### config.mk
export PLATFORM = sky130hd
export DESIGN_NAME = mem_access_unit_flat
export DESIGN_NICKNAME = d
export VERILOG_FILES = /design/src/rtl/mem_access_unit_pkg.sv /design/src/rtl/mem_access_unit_if.sv /design/src/rtl/mem_lane_align.sv /design/src/rtl/mem_access_unit.sv /design/src/flat_wrapper.sv
export SDC_FILE = /design/constraint.sdc
export NUM_CORES = 1
export LEC_CHECK = 0
export BUFFER_PORTS_ARGS = -buffer_cell sky130_fd_sc_hd__buf_2
export CORE_UTILIZATION = 50
export CTS_BUF_LIST = sky130_fd_sc_hd__clkbuf_8
export DETAILED_ROUTE_END_ITERATION = 6
export HOLD_SLACK_MARGIN = 0.05
export PLACE_DENSITY = 0.81
export SETUP_SLACK_MARGIN = 0.2
export SYNTH_ARGS = -nofsm -noshare
export SYNTH_HDL_FRONTEND = slang
export SYNTH_SLANG_ARGS = --single-unit
### constraint.sdc
create_clock -name clock -period 4.61 [get_ports clock]
set_clock_uncertainty 0.2 [all_clocks]
set_input_delay 0.2305 -clock clock [delete_from_list [all_inputs] [get_ports clock]]
set_output_delay 0.2305 -clock clock [all_outputs]
set_load 0.02 [all_outputs]
### src/rtl/mem_access_unit_pkg.sv
// Shared types and constants for the data-RAM initiator: memory op codes, FSM states,
// RAM bus encodings and the alignment rule used by both the FSM and the lane aligner.
package mem_access_unit_pkg;

    typedef logic [2:0]  mem_op_bus_t;
    typedef logic [31:0] word_t;
    typedef logic [3:0]  byte_sel_t;

    localparam logic ENABLE    = 1'b1;
    localparam logic DISABLE   = 1'b0;
    localparam logic RAM_READ  = 1'b0;
    localparam logic RAM_WRITE = 1'b1;

    typedef enum logic [2:0] {
        MEM_OP_LB  = 3'd0,
        MEM_OP_LBU = 3'd1,
        MEM_OP_LH  = 3'd2,
        MEM_OP_LHU = 3'd3,
        MEM_OP_LW  = 3'd4,
        MEM_OP_SB  = 3'd5,
        MEM_OP_SH  = 3'd6,
        MEM_OP_SW  = 3'd7
    } mem_op_e;

    typedef enum logic [1:0] {
        IDLE   = 2'd0,
        ACCESS = 2'd1,
        RESP   = 2'd2
    } state_e;

    function automatic logic is_store(input mem_op_e op);
        return (op == MEM_OP_SB) || (op == MEM_OP_SH) || (op == MEM_OP_SW);
    endfunction

    function automatic logic is_misaligned(input mem_op_e op, input logic [1:0] offset);
        logic result;
        result = 1'b0;
        case (op)
            MEM_OP_LH, MEM_OP_LHU, MEM_OP_SH: result = offset[0];
            MEM_OP_LW, MEM_OP_SW:             result = (offset != 2'b00);
            default:                          result = 1'b0;
        endcase
        return result;
    endfunction

endpackage

### src/rtl/mem_access_unit_if.sv
// MEM-stage request/response handshake plus the single-port data-RAM bus.
// slave is the unit's view; master is the MEM stage and RAM together.
interface mem_access_unit_if;
    import mem_access_unit_pkg::*;

    logic        req_valid;
    logic        req_ready;
    mem_op_bus_t req_op;
    word_t       req_addr;
    word_t       req_wdata;
    logic        resp_valid;
    word_t       resp_rdata;
    logic        resp_error;
    logic        stall_request;
    logic        ram_chip_enable;
    logic        ram_operation;
    word_t       ram_addr;
    byte_sel_t   ram_select;
    word_t       ram_write_data;
    word_t       ram_read_data;

    modport slave (
        input  req_valid, req_op, req_addr, req_wdata, ram_read_data,
        output req_ready, resp_valid, resp_rdata, resp_error, stall_request,
               ram_chip_enable, ram_operation, ram_addr, ram_select, ram_write_data
    );

    modport master (
        output req_valid, req_op, req_addr, req_wdata, ram_read_data,
        input  req_ready, resp_valid, resp_rdata, resp_error, stall_request,
               ram_chip_enable, ram_operation, ram_addr, ram_select, ram_write_data
    );

endinterface

### src/rtl/mem_lane_align.sv
// Big-endian byte-lane steering: select pattern, replicated store lanes,
// extended load value and misalignment flag for one access.
module mem_lane_align
    import mem_access_unit_pkg::*;
(
    input  mem_op_e    op,
    input  logic [1:0] offset,
    input  word_t      wdata,
    input  word_t      rdata,
    output byte_sel_t  select,
    output word_t      write_lanes,
    output word_t      load_data,
    output logic       misaligned
);

    logic [7:0]  byte_val;
    logic [15:0] half_val;

    // Offset 0 is the most significant lane.
    always_comb begin
        byte_val = 8'h00;
        case (offset)
            2'd0: byte_val = rdata[31:24];
            2'd1: byte_val = rdata[23:16];
            2'd2: byte_val = rdata[15:8];
            2'd3: byte_val = rdata[7:0];
            default: byte_val = 8'h00;
        endcase
        half_val = offset[1] ? rdata[15:0] : rdata[31:16];
    end

    always_comb begin
        select      = 4'b0000;
        write_lanes = '0;
        load_data   = '0;
        case (op)
            MEM_OP_LB: begin
                select    = 4'b1000 >> offset;
                load_data = {{24{byte_val[7]}}, byte_val};
            end
            MEM_OP_LBU: begin
                select    = 4'b1000 >> offset;
                load_data = {24'h000000, byte_val};
            end
            MEM_OP_LH: begin
                select    = offset[1] ? 4'b0011 : 4'b1100;
                load_data = {{16{half_val[15]}}, half_val};
            end
            MEM_OP_LHU: begin
                select    = offset[1] ? 4'b0011 : 4'b1100;
                load_data = {16'h0000, half_val};
            end
            MEM_OP_LW: begin
                select    = 4'b1111;
                load_data = rdata;
            end
            MEM_OP_SB: begin
                select      = 4'b1000 >> offset;
                write_lanes = {4{wdata[7:0]}};
            end
            MEM_OP_SH: begin
                select      = offset[1] ? 4'b0011 : 4'b1100;
                write_lanes = {2{wdata[15:0]}};
            end
            MEM_OP_SW: begin
                select      = 4'b1111;
                write_lanes = wdata;
            end
            default: ;
        endcase
        misaligned = is_misaligned(op, offset);
    end

endmodule

### src/rtl/mem_access_unit.sv
// Data-RAM initiator: one load/store at a time, IDLE -> ACCESS (WAIT_CYCLES+1 cycles)
// -> RESP, with misaligned requests answered from IDLE without touching the RAM.
module mem_access_unit
    import mem_access_unit_pkg::*;
#(
    parameter int WAIT_CYCLES = 0
) (
    input  logic             clock,
    input  logic             reset,
    mem_access_unit_if.slave bus
);

    state_e     state;
    state_e     next_state;
    mem_op_e    op_q;
    word_t      addr_q;
    word_t      wdata_q;
    word_t      rdata_q;
    logic [3:0] wait_cnt;
    logic       last_wait;
    byte_sel_t  lane_select;
    word_t      lane_write;
    word_t      lane_load;
    logic       lane_misaligned;

    assign last_wait = (wait_cnt == 4'(WAIT_CYCLES));

    mem_lane_align u_lane_align (
        .op          (op_q),
        .offset      (addr_q[1:0]),
        .wdata       (wdata_q),
        .rdata       (bus.ram_read_data),
        .select      (lane_select),
        .write_lanes (lane_write),
        .load_data   (lane_load),
        .misaligned  (lane_misaligned)
    );

    always_ff @(posedge clock or negedge reset) begin
        if (!reset) begin
            state <= IDLE;
        end else begin
            state <= next_state;
        end
    end

    // Misaligned requests skip ACCESS so the RAM never sees them.
    always_comb begin
        next_state = state;
        case (state)
            IDLE: begin
                if (bus.req_valid) begin
                    next_state = is_misaligned(mem_op_e'(bus.req_op), bus.req_addr[1:0]) ? RESP : ACCESS;
                end
            end
            ACCESS:  next_state = last_wait ? RESP : ACCESS;
            RESP:    next_state = IDLE;
            default: next_state = IDLE;
        endcase
    end

    always_ff @(posedge clock or negedge reset) begin
        if (!reset) begin
            op_q     <= MEM_OP_LB;
            addr_q   <= '0;
            wdata_q  <= '0;
            rdata_q  <= '0;
            wait_cnt <= '0;
        end else begin
            case (state)
                IDLE: begin
                    if (bus.req_valid) begin
                        op_q     <= mem_op_e'(bus.req_op);
                        addr_q   <= bus.req_addr;
                        wdata_q  <= bus.req_wdata;
                        rdata_q  <= '0;
                        wait_cnt <= '0;
                    end
                end
                ACCESS: begin
                    if (last_wait) begin
                        wait_cnt <= '0;
                        if (!is_store(op_q)) begin
                            rdata_q <= lane_load;
                        end
                    end else begin
                        wait_cnt <= wait_cnt + 4'd1;
                    end
                end
                default: ;
            endcase
        end
    end

    // RAM outputs depend only on registered state, never on the incoming request.
    always_comb begin
        bus.req_ready       = (state == IDLE);
        bus.stall_request   = ((state == IDLE) && bus.req_valid) || (state == ACCESS);
        bus.resp_valid      = (state == RESP);
        bus.resp_error      = (state == RESP) && lane_misaligned;
        bus.resp_rdata      = rdata_q;
        bus.ram_chip_enable = DISABLE;
        bus.ram_operation   = RAM_READ;
        bus.ram_addr        = '0;
        bus.ram_select      = 4'b0000;
        bus.ram_write_data  = '0;
        if (state == ACCESS) begin
            bus.ram_chip_enable = ENABLE;
            bus.ram_operation   = is_store(op_q) ? RAM_WRITE : RAM_READ;
            bus.ram_addr        = {addr_q[31:2], 2'b00};
            bus.ram_select      = lane_select;
            bus.ram_write_data  = lane_write;
        end
    end

endmodule

### src/flat_wrapper.sv
// flat-port wrapper written by rule: the top's interface ports become plain ports
module mem_access_unit_flat import mem_access_unit_pkg::*;
#(
    parameter int WAIT_CYCLES = 0
)
  (clock, reset, bus_req_valid, bus_req_op, bus_req_addr, bus_req_wdata, bus_ram_read_data, bus_req_ready, bus_resp_valid, bus_resp_rdata, bus_resp_error, bus_stall_request, bus_ram_chip_enable, bus_ram_operation, bus_ram_addr, bus_ram_select, bus_ram_write_data);
  mem_access_unit_if bus_i ();
  input  logic clock;
  input  logic reset;
  input wire logic [$bits(bus_i.req_valid)-1:0] bus_req_valid;
  input wire logic [$bits(bus_i.req_op)-1:0] bus_req_op;
  input wire logic [$bits(bus_i.req_addr)-1:0] bus_req_addr;
  input wire logic [$bits(bus_i.req_wdata)-1:0] bus_req_wdata;
  input wire logic [$bits(bus_i.ram_read_data)-1:0] bus_ram_read_data;
  output wire logic [$bits(bus_i.req_ready)-1:0] bus_req_ready;
  output wire logic [$bits(bus_i.resp_valid)-1:0] bus_resp_valid;
  output wire logic [$bits(bus_i.resp_rdata)-1:0] bus_resp_rdata;
  output wire logic [$bits(bus_i.resp_error)-1:0] bus_resp_error;
  output wire logic [$bits(bus_i.stall_request)-1:0] bus_stall_request;
  output wire logic [$bits(bus_i.ram_chip_enable)-1:0] bus_ram_chip_enable;
  output wire logic [$bits(bus_i.ram_operation)-1:0] bus_ram_operation;
  output wire logic [$bits(bus_i.ram_addr)-1:0] bus_ram_addr;
  output wire logic [$bits(bus_i.ram_select)-1:0] bus_ram_select;
  output wire logic [$bits(bus_i.ram_write_data)-1:0] bus_ram_write_data;
  assign bus_i.req_valid = bus_req_valid;
  assign bus_i.req_op = bus_req_op;
  assign bus_i.req_addr = bus_req_addr;
  assign bus_i.req_wdata = bus_req_wdata;
  assign bus_i.ram_read_data = bus_ram_read_data;
  assign bus_req_ready = bus_i.req_ready;
  assign bus_resp_valid = bus_i.resp_valid;
  assign bus_resp_rdata = bus_i.resp_rdata;
  assign bus_resp_error = bus_i.resp_error;
  assign bus_stall_request = bus_i.stall_request;
  assign bus_ram_chip_enable = bus_i.ram_chip_enable;
  assign bus_ram_operation = bus_i.ram_operation;
  assign bus_ram_addr = bus_i.ram_addr;
  assign bus_ram_select = bus_i.ram_select;
  assign bus_ram_write_data = bus_i.ram_write_data;
  mem_access_unit #(.WAIT_CYCLES(WAIT_CYCLES)) u_core (.clock(clock), .reset(reset), .bus(bus_i));
endmodule
Word level (Yosys, flattened, before mapping)
Index checks and enable logic that the tools add are counted.
- output and inout port bits: 106
- memories: 0
- logic and storage cells: 75
- bits in latches: 0
- flip-flop bits (word level): 105
- bits of input ports: 102
- bits in read-only memories: 0
- RAM bits: 0
- $add $sub $neg: 1
- reduce and logical (&&, ||, !) cells: 20
- shift operators: 1
- multiply operators: 0
- eq/ne operators: 20
- muxes and demuxes: 27
- order comparisons: 0
- bitwise operators: 0
- div/mod/pow operators: 0
- operator list (kind ; count):
    $mux 32 ; 5
    $pmux 32 s5 ; 1
    $pmux 32 s3 ; 1
    $pmux 32 s2 ; 1
    $pmux 8 s4 ; 1
    $eq 3x3->1 const B ; 7
    $mux 16 ; 1
    $mux 4 ; 4
    $eq 3x2->1 const B ; 4
    $pmux 4 s3 ; 1
    $reduce_or 3->1 ; 3
    $pmux 4 s2 ; 1
    $eq 2x2->1 const B ; 3
    $mux 2 ; 3
    $reduce_bool 2->1 ; 3
    $mux 1 ; 5
    $add 4x1->4 const B ; 1
    $eq 2x1->1 const B ; 2
    $logic_not 2->1 ; 2
    $logic_not 4->1 ; 1
    $ne 2x2->1 const B ; 2
    $pmux 1 s2 ; 2
    $pmux 2 s2 ; 1
    $reduce_and 2->1 ; 2
    other kinds (8) ; 12

Depth between registers and ports, before layout
Gate-level depths: netlist of run 1.
- depth after elaboration: 8
- mapped depth: 7
- depth with buffers taken out: 6

Cells and area by module
A second synthesis of run 1 with hierarchy kept.
- cells, all modules: 568
- area total of the unflattened synthesis: 6182.2 sq um
- by module, submodules not included (module ; area each (sq um) ; seq. area each (sq um) ; instances ; cells an instance):
    mem_access_unit ; 4596.9 ; 2627.5 ; 1 ; 333
    mem_lane_align ; 1585.3 ; 0.0 ; 1 ; 235

Least setup slack after synthesis of run 1
OpenSTA, ideal clock, no wires.
- path type: register to output
- start point: reg u_core.state[1]
- end point: out bus_ram_write_data[27]
- slack: 2.419 ns
- data required time: 4.180 ns
- buffers on the path: 2
- stages on the path, launching flop included: 6
- arrival time: 1.761 ns
- path through: dfrtp_1 > nand2b_2 > or2_2 > buf_2 > buf_2 > a211oi_1
- longest elaborated chain between the ends: 2
- ends and longest elaborated chain (element ; RTL line ; RTL):
    start, declared ; mem_access_unit.sv:13 ; state_e state;
    start signal, assigned ; mem_access_unit.sv:43 ; state <= next_state;
    $eq 2x1->1 ; mem_access_unit.sv:107 ; if (state == ACCESS) begin
    $mux 32 ; mem_access_unit.sv:107 ;
    end, declared ; flat_wrapper.sv:24 ; output wire logic [$bits(bus_i.ram_write_data)-1:0] bus_ram_write_data;
No other way between the ends.

Worst setup path in the final report of run 1
- start point: reg u_core.op_q[1]
- end point: out bus_ram_write_data[27]
- longest elaborated chain between the ends: 3
- elaborated cells on any way between the ends: 5
- those cells by class: eq/ne: 3; mux: 2
- ends and longest elaborated chain (element ; RTL line ; RTL):
    start, declared ; mem_access_unit.sv:15 ; mem_op_e op_q;
    start signal, assigned ; mem_access_unit.sv:73 ; op_q <= mem_op_e'(bus.req_op);
    $eq 3x3->1 ; mem_lane_align.sv:36 ; case (op)
    $pmux 32 s3 * ; mem_lane_align.sv:36 ;
    $mux 32 * ; mem_access_unit.sv:107 ;
Mark *: on every way between the ends. The rest lies on a longest branch, timed or not.

==> impl_results.rst, run 1 <==
.. list-table::
   :header-rows: 1

   * - Metric
     - Value
   * - Nature of the critical path startpoint
     - flip-flop
   * - Slew Viols, Final
     - 0
   * - Fraction of post-synthesis cell area in the top cell type by area
     - between 40% and 50%
   * - Number of cells on the critical path
     - 4
   * - CP max-delay cell
     - sky130_fd_sc_hd__dfrtp_1
   * - Share of synthesized registers carrying an async set or reset
     - 100%
   * - Register bit count reported by yosys
     - between 100 and 150
   * - Endpoint type of the worst setup path
     - output pin
   * - Fraction of layout instances using a drive strength above 1
     - about two fifths
   * - Number of sinks handled by clock tree synthesis
     - 105
   * - Port Buffer Count
     - around 210
   * - Part of the cycle the worst path needs
     - around 71%
   * - Post-Syn Instances
     - about 520
   * - Req. time, crit path
     - between 4000 and 5000 ps
   * - Effective utilization at floorplan
     - between 50% and 60%
   * - Via count of the first global-routing pass
     - between 5000 and 6000
   * - Synth Area in XOR/XNOR
     - less than 1%
   * - Area growth syn-to-layout
     - 36.2%
   * - Net switching power
     - 2.12 mW
   * - DRC violation count after routing
     - 2
   * - Placer's final routability congestion estimate
     - around 0.91
   * - Hold crit path type
     - in -> reg
   * - Setup repair after global routing missed its margin
     - false
   * - Worst slew margin relative to its limit
     - roughly 30%
   * - DRT antenna net count
     - 0
   * - Dominant combinational cell family by area after synthesis
     - compound AO/OA/AOI/OAI gates
   * - Mux contribution to synthesized area
     - between 10% and 20%
   * - Tmin final
     - roughly 3300 ps
   * - Highest ir drop seen on vdd
     - 0.000341 V
   * - Power per Cell Area
     - about 620 nW/um^2
   * - Maximum root-to-sink buffer count
     - 2
   * - DIE AREA
     - 11600 sq um
   * - Count of buffers added by post-CTS timing repair for setup
     - 0
   * - Initial antenna violation count
     - 0
   * - Routed len/inst
     - 18.5 um
   * - Accumulated negative setup slack
     - 0 ps
   * - Worst path buffer plus inverter count
     - 1
   * - Sequence of cells on the critical path
     - o21ai_0 > or2_2 > a211oi_1 > buf_2
   * - Signal arrival time at the worst endpoint
     - 2860 ps
   * - Combined global-route utilization of all metal layers
     - approximately 30%
   * - Worst Hold Path Cells
     - 4
   * - Count of endpoints failing hold in the final timing report
     - 0
   * - H-Tree Level Count
     - 3
   * - Least-Margin Pin Slew
     - between 1000 and 1500 ps
   * - HPWL reported at the end of detailed placement
     - around 11000 um
   * - Largest incremental delay on the critical path
     - between 1000 and 1500 ps
   * - Violations in the final reports
     - DRC
   * - CTS tree
     - yes
   * - Per-instance average area after synthesis
     - 10.8 sq um
   * - Worst Setup Path Type
     - reg -> out
   * - YS warnings
     - 0
   * - Area fraction in and, or, nand and nor cells after synthesis
     - roughly 14%
   * - Global-route wire length before repair
     - approximately 27000 um
   * - Number of distinct library cells after synthesis
     - 45
   * - DR pass1 iterations
     - 7
   * - Compound-cell area share of the yosys netlist
     - between 10% and 20%
   * - Clock slew at the register clock pins of the worst setup and hold paths
     - about 100 ps
   * - Fraction of power consumed by combinational cells
     - just over 50%
   * - Adder-cell area share of the yosys netlist
     - less than 1%
   * - Diodes inserted
     - 0
   * - Layout Nets
     - between 800 and 900
   * - Row count
     - 38
   * - Max-capacitance violation count
     - 0
   * - Detailed-route vias per instance
     - between 5 and 6
   * - Relative contribution of sequential cells to total power
     - roughly 38%
   * - GRT Residual Overflow
     - 0
   * - Peak clock frequency supported by timing
     - 304 MHz
   * - Number of buffers created by CTS
     - 9
   * - Clock power share
     - a little under an eighth
   * - Library cell used as clock root buffer
     - sky130_fd_sc_hd__clkbuf_8
   * - Worst path top cell family by delay
     - flip-flops
   * - Int Power
     - about 2.6 mW
   * - Outcome
     - complete, but fails checks
   * - Drt total wl
     - around 17000 um
   * - Clock latency reported for the late side of the worst-skew pair
     - about 380 ps
   * - Pin count of the biggest net entering global routing
     - 64
   * - Via count
     - roughly 5200
   * - Proportion of synthesized chip area in sequential cells
     - 47.2%
   * - Leading register cell type out of synthesis
     - sky130_fd_sc_hd__dfrtp_1
   * - Final Hold Slack
     - approximately 77 ps
   * - Worst reg-to-reg path cell count
     - 5
   * - Final count of negative-setup-slack endpoints
     - 0
   * - Vert. Die Dim
     - between 100 and 150 um
   * - Std-Cell Core Area
     - around 11000 sq um
   * - DRC violation total after the first TritonRoute iteration
     - 399
   * - Leakage power of the design
     - around 3.8 nW
   * - Fraction of power spent switching nets
     - 45.1%
   * - Post-synth EDFFs
     - 0
   * - Most area-hungry cell type in the Yosys netlist
     - sky130_fd_sc_hd__dfrtp_1
   * - Cell area after synthesis
     - 5570 sq um
   * - Maximum fanout along the worst path
     - 38
   * - I/O pin count
     - roughly 210
   * - Horizontal extent of the die
     - about 110 um
   * - CTS resizes
     - 0
   * - Largest cells by area after synthesis
     - sky130_fd_sc_hd__dfrtp_1 47%, sky130_fd_sc_hd__mux2_2 15%, sky130_fd_sc_hd__and2_1 4.4%, sky130_fd_sc_hd__a21o_1 3.5%, sky130_fd_sc_hd__a31oi_1 2.8%
[worst register-to-register path, cell delays in order, from the launching register on]
cell and delay (ps):
sky130_fd_sc_hd__dfrtp_1 780, sky130_fd_sc_hd__nor3b_2 800, sky130_fd_sc_hd__buf_4 340, sky130_fd_sc_hd__a31oi_1 60, sky130_fd_sc_hd__nor2_1 400, sky130_fd_sc_hd__a221o_1 240
[synth_stat cells, types with 4 or more instances]
cell,n
sky130_fd_sc_hd__nor2_1,20
sky130_fd_sc_hd__inv_1,6
sky130_fd_sc_hd__clkbuf_1,13
sky130_fd_sc_hd__a21o_1,26
sky130_fd_sc_hd__buf_6,5
sky130_fd_sc_hd__mux2_2,72
sky130_fd_sc_hd__nand3_1,27
sky130_fd_sc_hd__and2_1,39
sky130_fd_sc_hd__nand2_1,30
sky130_fd_sc_hd__o21ai_0,10
sky130_fd_sc_hd__buf_2,20
sky130_fd_sc_hd__nor2b_1,12
sky130_fd_sc_hd__buf_4,4
sky130_fd_sc_hd__a221oi_2,7
sky130_fd_sc_hd__dfrtp_1,105
sky130_fd_sc_hd__a221o_1,7
sky130_fd_sc_hd__a31oi_1,25
sky130_fd_sc_hd__o2bb2ai_1,8
sky130_fd_sc_hd__a22oi_1,17
sky130_fd_sc_hd__a21oi_1,24
sky130_fd_sc_hd__a211oi_1,8
[routing by layer]
metal	up-vias	GRT usage [%]	wire (um)
li1	2404	-	-
met1	2497	36.7	6780
met2	279	51.8	8550
met3	52	4.96	1180
met4	0	14.8	623
met5	-	0	0
[metrics by stage]
| step | cells | cell area (sq um) | total power, mW | util [%] | worst slack (ps) |
|---|---|---|---|---|---|
| 2_1_floorplan | 519 | 5570 | 3.45 | - | 2420 |
| 3_3_place_gp | 824 | 6570 | 3.98 | 60.6 | 1870 |
| 3_5_place_dp | 824 | 6570 | 4.07 | 60.6 | 1790 |
| 4_1_cts | 924 | 7580 | 4.66 | 70.0 | 1390 |
| 5_1_grt | 924 | 7580 | 5.00 | 70.0 | 1100 |
| 6_report | 924 | 7580 | 4.71 | 70.0 | 1320 |
[power by group through the flow]
| stage | clock network [mW] | logic, mW | registers, mW |
|---|---|---|---|
| final | 0.532 | 2.39 | 1.79 |
| after global routing | 0.579 | 2.58 | 1.84 |
| after CTS | 0.542 | 2.36 | 1.76 |
| after detailed placement | 0 | 2.30 | 1.77 |
| after global placement | 0 | 2.23 | 1.75 |
| after floorplan | 0 | 1.75 | 1.70 |
[sequential cells by signal (all words and copies together), names as in the netlist]
signal / flops
u_core.addr_q: 32
u_core.bus.resp_rdata: 32
u_core.op_q: 3
u_core.state: 2
u_core.wait_cnt: 4
u_core.wdata_q: 32
[final timing paths]
kind | start | endpoint | slack, ps
setup / recovery | u_core.op_q[1] | bus_ram_write_data[27] | 1320
hold / removal | bus_ram_read_data[18] | u_core.bus.resp_rdata[18] | 80
setup reg to reg | u_core.op_q[1] | u_core.bus.resp_rdata[1] | 1720
hold reg to reg | u_core.bus.resp_rdata[22] | u_core.bus.resp_rdata[22] | 280
max in group asynchronous | reset | u_core.wdata_q[20] | 2880
min in group asynchronous | reset | u_core.wdata_q[21] | 260
[cell families after synthesis]
kind of cell,Yosys count
xor+xnor,2
flops,105
other cells,1
buf+inv,52
compound gates,135
simple gates,147
mux,74
fa+ha+maj,2
[placed cells by master, fill, tap and decap left out, types with 5 or more instances in the layout]
cell type / count
sky130_fd_sc_hd__o2bb2ai_1: 8
sky130_fd_sc_hd__nor2b_1: 12
sky130_fd_sc_hd__a221o_1: 7
sky130_fd_sc_hd__nor2_1: 20
sky130_fd_sc_hd__mux2_2: 72
sky130_fd_sc_hd__dfrtp_1: 105
sky130_fd_sc_hd__a22oi_1: 17
sky130_fd_sc_hd__and2_1: 38
sky130_fd_sc_hd__o21ai_0: 10
sky130_fd_sc_hd__dlygate4sd3_1: 84
sky130_fd_sc_hd__a21oi_1: 24
sky130_fd_sc_hd__inv_1: 6
sky130_fd_sc_hd__a31oi_1: 25
sky130_fd_sc_hd__a21o_1: 26
sky130_fd_sc_hd__nand2_1: 30
sky130_fd_sc_hd__buf_4: 5
sky130_fd_sc_hd__clkbuf_8: 9
sky130_fd_sc_hd__a211oi_1: 8
sky130_fd_sc_hd__buf_2: 204
sky130_fd_sc_hd__a221oi_2: 7
sky130_fd_sc_hd__nand3_1: 27
[repair_timing]
action	in CTS	in global routing
hold buffers	84	0
setup endpoints to repair	0	0
hold endpoints to repair	146	0
[final cells by class]
class	instances	area, sq um
Multi-Input combinational cell	362	2680
Tap cell	140	175
Sequential cell	105	2630
Inverter	8	30.0
Fill cell	818	3260
Clock buffer	9	124
Timing Repair Buffer	293	1900
Clock inverter	7	53.8
Note: power is estimated with default switching activity, not from simulation.
==> run 2: changes to the inputs <==
CORE_UTILIZATION = 46   (was 50)
PLACE_DENSITY = 0.78   (was 0.81)
clock period = 2.8 ns   (was 4.61 ns; I/O delays follow)
==> impl_results.rst, run 2 (synthesis gave the netlist of run 1 again) <==
.. list-table::
   :header-rows: 1

   * - Metric
     - Value
   * - Number of filler instances in the final layout
     - 853 (was 818)
   * - Global-route wire length before repair
     - 28400 um (was 26600 um)
   * - Highest ir drop seen on vdd
     - 0.000791 V (was 0.000341 V)
   * - Count of buffers added by post-CTS timing repair for setup
     - 0 (unchanged)
   * - DIE AREA
     - 12600 sq um (was 11600 sq um)
   * - Clock latency reported for the late side of the worst-skew pair
     - 380 ps (about the same)
   * - Peak clock frequency supported by timing
     - 406 MHz
   * - Outcome
     - complete, but fails checks (unchanged)
   * - Endpoint type of the worst setup path
     - flip-flop (was output pin)
   * - Row count
     - 39 (was 38)
   * - Worst Setup Path Type
     - reg -> reg (was reg -> out)
   * - Final worst setup slack
     - 337 ps (was 1320 ps)
   * - Nature of the critical path startpoint
     - flip-flop (unchanged)
   * - Via count
     - 5348 (was 5232)
   * - Area growth syn-to-layout
     - 41.9% (was 36.2%)
   * - Highest-count cells in the layout ignoring fill and taps
     - 204 x sky130_fd_sc_hd__buf_2, 107 x sky130_fd_sc_hd__dlygate4sd3_1, 105 x sky130_fd_sc_hd__dfrtp_1, 72 x sky130_fd_sc_hd__mux2_2, 38 x sky130_fd_sc_hd__and2_1 (was 204 x sky130_fd_sc_hd__buf_2, 105 x sky130_fd_sc_hd__dfrtp_1, 84 x sky130_fd_sc_hd__dlygate4sd3_1, 72 x sky130_fd_sc_hd__mux2_2, 38 x sky130_fd_sc_hd__and2_1)
   * - Routed len/inst
     - 18.4 um (was 18.5 um)
   * - Number of buffers created by CTS
     - 9 (unchanged)
   * - GRT Residual Overflow
     - 0 (unchanged)
   * - Hold crit path type
     - in -> async (was in -> reg)
   * - H-Tree Level Count
     - 3 (unchanged)
   * - Fraction of layout instances using a drive strength above 1
     - 39.8% (was 40.3%)
   * - Highest metal used
     - met4 (unchanged)
   * - Std-Cell Core Area
     - 11600 sq um (was 10800 sq um)
   * - Combined global-route utilization of all metal layers
     - 28.9% (was 30.2%)
   * - Tmin final
     - ~2500 ps
   * - Placer's final routability congestion estimate
     - 0.936 (was 0.913)
   * - Setup repair after global routing missed its margin
     - false (unchanged)
   * - Power per Cell Area
     - 1010 nW/um^2 (was 620 nW/um^2)
   * - Pin count of the biggest net entering global routing
     - 58 (was 64)
   * - Layout Nets
     - 915 (was 883)
   * - Leakage power of the design
     - 3.92 nW (was 3.78 nW)
   * - Number of sinks handled by clock tree synthesis
     - 105 (unchanged)
   * - Slew Viols, Final
     - 0 (unchanged)
   * - Vert. Die Dim
     - 112 um (was 108 um)
   * - I/O pin count
     - 208 (unchanged)
   * - DRC violation count after routing
     - 14 (was 2)
   * - Signal arrival time at the worst endpoint
     - 2530 ps (was 2860 ps)
   * - Initial antenna violation count
     - 0 (unchanged)
   * - Maximum root-to-sink buffer count
     - 2 (unchanged)
   * - Via count of the first global-routing pass
     - 5574 (was 5305)
   * - Final count of negative-setup-slack endpoints
     - 0 (unchanged)
   * - Violations in the final reports
     - DRC (unchanged)
   * - Horizontal extent of the die
     - 112 um (was 108 um)
   * - Least-Margin Pin Slew
     - 801 ps (was 1060 ps)
   * - Met1 routed wirelength after detailed routing
     - 7110 um (was 6780 um)
   * - DR pass1 iterations
     - 7 (unchanged)
   * - Most common cell after layout, fill and taps aside
     - sky130_fd_sc_hd__buf_2 (unchanged)
   * - Max-capacitance violation count
     - 0 (unchanged)
   * - DRT antenna net count
     - 0 (unchanged)
   * - Req. time, crit path
     - 2870 ps (was 4180 ps)
   * - Post-Place Worst Slack
     - 574 ps (was 1790 ps)
   * - Count of endpoints failing hold in the final timing report
     - 0 (unchanged)
   * - Routed length on met2
     - 8820 um (was 8550 um)
   * - Library cell used as clock root buffer
     - sky130_fd_sc_hd__clkbuf_8 (unchanged)
   * - Maximum fanout along the worst path
     - 7 (was 38)
   * - Part of the cycle the worst path needs
     - a little under 90%
   * - HPWL reported at the end of detailed placement
     - 11400 um (was 11300 um)
   * - Effective utilization at floorplan
     - 48.0% (was 51.4%)
   * - Detailed-route vias per instance
     - 5.58 (was 5.66)
   * - Diodes inserted
     - 0 (unchanged)
   * - Accumulated negative setup slack
     - 0 ps (unchanged)
   * - Worst slew margin relative to its limit
     - 46.4% (was 29.6%)
   * - DRC violation total after the first TritonRoute iteration
     - 366 (was 399)
   * - Clock slew at the register clock pins of the worst setup and hold paths
     - 100 ps (about the same)
   * - DR WL met3
     - 1210 um (was 1180 um)
   * - Drt total wl
     - 17700 um (was 17100 um)
   * - CTS tree
     - yes (unchanged)
   * - Port Buffer Count
     - 205 (unchanged)
[run 2: critical path, cell delays in order (launching register included)]
cell and delay (ps):
sky130_fd_sc_hd__dfrtp_1 510, sky130_fd_sc_hd__mux4_2 560, sky130_fd_sc_hd__and2_4 190, sky130_fd_sc_hd__a221oi_2 170, sky130_fd_sc_hd__dlygate4sd3_1 630, sky130_fd_sc_hd__o2bb2ai_1 70
[run 2: area by class of cell]
class	count	area, sq um	area share [%]
well taps	143	179	2.26
flip-flops and latches	105	2630	33.2
multi-input cells	362	2680	33.9
clock inverters	7	53.8	0.681
clock buffers	9	124	1.57
inverters	8	30.0	0.380
repair buffers	325	2210	28.0
[run 2: repair_timing]
item                                    4_1_cts  5_1_grt
gates resized for setup                       0        2
hold buffers                                107        0
hold endpoints to repair                    150        0
endpoints found under the setup margin        0        8
[run 2: report_power, final]
part / switching (mW) / internal (mW)
registers: 0.545 / 2.22
logic: 2.44 / 1.87
clock network: 0.552 / 0.329
total: 3.54 / 4.42
[run 2: metrics by stage]
step                hold slack, ps  util [%]  std cells  cell area [sq um]  power, mW
floorplan                     -356         -        519               5570       5.68
finish                         113      68.1        959               7910       7.96
CTS                            125      68.0        959               7900       7.88
global route                   139      68.1        959               7910       8.46
detailed placement            6.39      57.3        836               6650       6.79
global placement              3.22      57.3        836               6650       6.64
[run 2: path summary, 6_finish.rpt]
kind / start / end / slack (ps) / depth (start not counted)
max reg2reg: u_core.addr_q[0] / u_core.bus.resp_rdata[13] / 340 / 5
min: reset / u_core.bus.resp_rdata[29] / 110 / 2
min reg2reg: u_core.bus.resp_rdata[20] / u_core.bus.resp_rdata[20] / 280 / 1
max in group asynchronous: reset / u_core.wdata_q[28] / 1540 / 3
max: u_core.addr_q[0] / u_core.bus.resp_rdata[13] / 340 / 5
min in group clock: u_core.bus.resp_rdata[20] / u_core.bus.resp_rdata[20] / 280 / 1
[run 2: metal layers]
| metal | GRT usage, % | vias to the layer above |
|---|---|---|
| li1 | - | 2455 |
| met1 | 34.7 | 2586 |
| met2 | 50.4 | 263 |
| met3 | 7.07 | 44 |
| met4 | 10.8 | 0 |
| met5 | 0 | - |
==> run 3: changes to the inputs <==
CORE_MARGIN = 4   (was not set)
GPL_TIMING_DRIVEN = 0   (was not set)
==> impl_results.rst, run 3 (synthesis gave the netlist of run 1 again) <==
.. list-table::
   :header-rows: 1

   * - Metric
     - Value
   * - Std-Cell Core Area
     - 11600 sq um (unchanged)
   * - Maximum root-to-sink buffer count
     - 2 (unchanged)
   * - Req. time, crit path
     - 2460 ps (was 2870 ps)
   * - DRC violation total after the first TritonRoute iteration
     - 709 (was 366)
   * - Most common cell after layout, fill and taps aside
     - sky130_fd_sc_hd__buf_2 (unchanged)
   * - HPWL reported at the end of detailed placement
     - 13100 um (was 11400 um)
   * - Least-Margin Pin Slew
     - 568 ps (was 801 ps)
   * - Leakage power of the design
     - 4.07 nW (was 3.92 nW)
   * - Cell area reported after detailed placement
     - 6810 sq um (was 6650 sq um)
   * - Power per Cell Area
     - 1040 nW/um^2 (was 1010 nW/um^2)
   * - H-Tree Level Count
     - 3 (unchanged)
   * - Endpoint type of the worst setup path
     - output pin (was flip-flop)
   * - Count of endpoints failing hold in the final timing report
     - 0 (unchanged)
   * - Slew Viols, Final
     - 0 (unchanged)
   * - I/O pin count
     - 208 (unchanged)
   * - Pin count of the biggest net entering global routing
     - 74 (was 58)
   * - Post-Place Worst Slack
     - 542 ps (was 574 ps)
   * - DRC violation count after routing
     - 0 (was 14)
   * - Routed len/inst
     - 20.1 um (was 18.4 um)
   * - Tmin final
     - 2510 ps (was 2460 ps)
   * - Worst Setup Path Type
     - reg -> out (was reg -> reg)
   * - Maximum fanout along the worst path
     - 10 (was 7)
   * - Number of buffers created by CTS
     - 9 (unchanged)
   * - Clock latency reported for the late side of the worst-skew pair
     - 390 ps (was 380 ps)
   * - Signal arrival time at the worst endpoint
     - 2170 ps (was 2530 ps)
   * - Highest-count cells in the layout ignoring fill and taps
     - 222 x sky130_fd_sc_hd__buf_2, 106 x sky130_fd_sc_hd__dlygate4sd3_1, 105 x sky130_fd_sc_hd__dfrtp_1, 72 x sky130_fd_sc_hd__mux2_2, 39 x sky130_fd_sc_hd__and2_1 (was 204 x sky130_fd_sc_hd__buf_2, 107 x sky130_fd_sc_hd__dlygate4sd3_1, 105 x sky130_fd_sc_hd__dfrtp_1, 72 x sky130_fd_sc_hd__mux2_2, 38 x sky130_fd_sc_hd__and2_1)
   * - Combined global-route utilization of all metal layers
     - 28.6% (was 28.9%)
   * - Clock slew at the register clock pins of the worst setup and hold paths
     - 110 ps (was 100 ps)
   * - Global-route wire length before repair
     - 32000 um (was 28400 um)
   * - Drt total wl
     - 20000 um (was 17700 um)
   * - Number of sinks handled by clock tree synthesis
     - 105 (unchanged)
   * - Final count of negative-setup-slack endpoints
     - 0 (unchanged)
   * - DRT antenna net count
     - 0 (unchanged)
   * - Vert. Die Dim
     - 118 um (was 112 um)
   * - Initial antenna violation count
     - 1 (was 0)
   * - Detailed-route vias per instance
     - 5.72 (was 5.58)
   * - Final worst setup slack
     - 287 ps (was 337 ps)
   * - GRT Residual Overflow
     - 0 (unchanged)
   * - Fraction of layout instances using a drive strength above 1
     - 41.6% (was 39.8%)
   * - Post-route design area
     - 8170 sq um (was 7910 sq um)
   * - Effective utilization at floorplan
     - 48.0% (unchanged)
   * - Via count
     - 5689 (was 5348)
   * - Setup repair after global routing missed its margin
     - true (was false)
   * - Part of the cycle the worst path needs
     - 89.7% (was 88.0%)
   * - Max-capacitance violation count
     - 0 (unchanged)
   * - Peak clock frequency supported by timing
     - 398 MHz (was 406 MHz)
   * - CTS tree
     - yes (unchanged)
   * - Horizontal extent of the die
     - 118 um (was 112 um)
   * - Worst slew margin relative to its limit
     - 62.0% (was 46.4%)
   * - Hold crit path type
     - in -> async (unchanged)
   * - Final std cells w/o fill
     - 994 (was 959)
   * - Area growth syn-to-layout
     - 46.7% (was 41.9%)
   * - DR pass1 iterations
     - 6 (was 7)
   * - Number of cells in the design after placement
     - 868 (was 836)
   * - Layout Nets
     - 949 (was 915)
   * - Row count
     - 39 (unchanged)
   * - Outcome
     - completed (was complete, but fails checks)
   * - Highest ir drop seen on vdd
     - 0.000626 V (was 0.000791 V)
   * - Placer's final routability congestion estimate
     - 0.933 (was 0.936)
   * - Via count of the first global-routing pass
     - 6005 (was 5574)
   * - Nature of the critical path startpoint
     - flip-flop (unchanged)
   * - Accumulated negative setup slack
     - 0 ps (unchanged)
   * - Library cell used as clock root buffer
     - sky130_fd_sc_hd__clkbuf_8 (unchanged)
   * - DIE AREA
     - 13900 sq um (was 12600 sq um)
   * - Port Buffer Count
     - 205 (unchanged)
[run 3: cell types whose count changed in the layout (fill, tap and decap cells not counted), sizes merged]
cell	change
buf	+19
dlygate4sd3	-1
bufinv	+2
clkinvlp	-1
diode	+1
inv	-1
clkinv	-1
clkbuf	+17
[run 3: per-layer routing]
layer / part of all wire, % / track usage (%) / up-vias
li1: - / - / 2531
met5: 0 / 0 / -
met1: 37 / 33.2 / 2702
met2: 49 / 48.0 / 359
met4: 4.5 / 13.6 / 0
met3: 8.9 / 8.89 / 97
[run 3: worst paths after layout]
kind / start / endpoint / slack, ps / depth (start not counted)
max: u_core.op_q[1] / bus_ram_select[1] / 290 / 6
min: reset / u_core.bus.resp_rdata[0] / 60 / 3
max reg2reg: u_core.addr_q[0] / u_core.bus.resp_rdata[13] / 300 / 7
max in group asynchronous: reset / u_core.addr_q[8] / 1960 / 3
min reg2reg: u_core.bus.resp_rdata[17] / u_core.bus.resp_rdata[17] / 280 / 1
min in group clock: u_core.bus.resp_rdata[17] / u_core.bus.resp_rdata[17] / 280 / 1
[run 3: through the flow]
| step | utilization, % | total power, mW | hold slack [ps] |
|---|---|---|---|
| floorplan | - | 5.68 | -356 |
| global placement | 58.4 | 6.85 | 172 |
| detailed placement | 58.6 | 7.00 | -89.9 |
| CTS | 69.9 | 8.29 | 61.0 |
| global route | 70.4 | 8.96 | 69.3 |
| finish | 70.4 | 8.46 | 64.3 |
[run 3: worst max-delay path: stages, from the launching register on]
cell and delay [ps]:
sky130_fd_sc_hd__dfrtp_1 400, sky130_fd_sc_hd__buf_2 180, sky130_fd_sc_hd__nor2b_1 150, sky130_fd_sc_hd__clkbuf_2 210, sky130_fd_sc_hd__or3_1 410, sky130_fd_sc_hd__a21oi_1 220, sky130_fd_sc_hd__buf_2 210
[run 3: timing repair]
| item | 4_1_cts | 5_1_grt |
|---|---|---|
| endpoints found under the hold margin | 207 | 0 |
| pin swaps | 0 | 0 |
| setup buffers | 0 | 2 |
| hold buffers | 107 | 0 |
| endpoints found under the setup margin | 10 | 21 |
| gates resized for setup | 3 | 14 |
[run 3: layout make-up]
class	instances	area, sq um
multi-input cells	362	2690
plain buffers	44	258
clock inverters	6	88.8
flip-flops and latches	105	2630
well taps	143	179
clock buffers	10	138
fillers	825	3440
inverters	8	30.0
diodes	1	2.50
repair buffers	315	2150
[run 3: power breakdown]
group	internal, mW	leakage (nW)	total [mW]	switching [mW]
sequential	2.22	1.31	2.75	0.532
combinational	2.00	2.66	4.64	2.63
clock	0.529	0.109	1.08	0.547
total	4.75	4.07	8.46	3.71
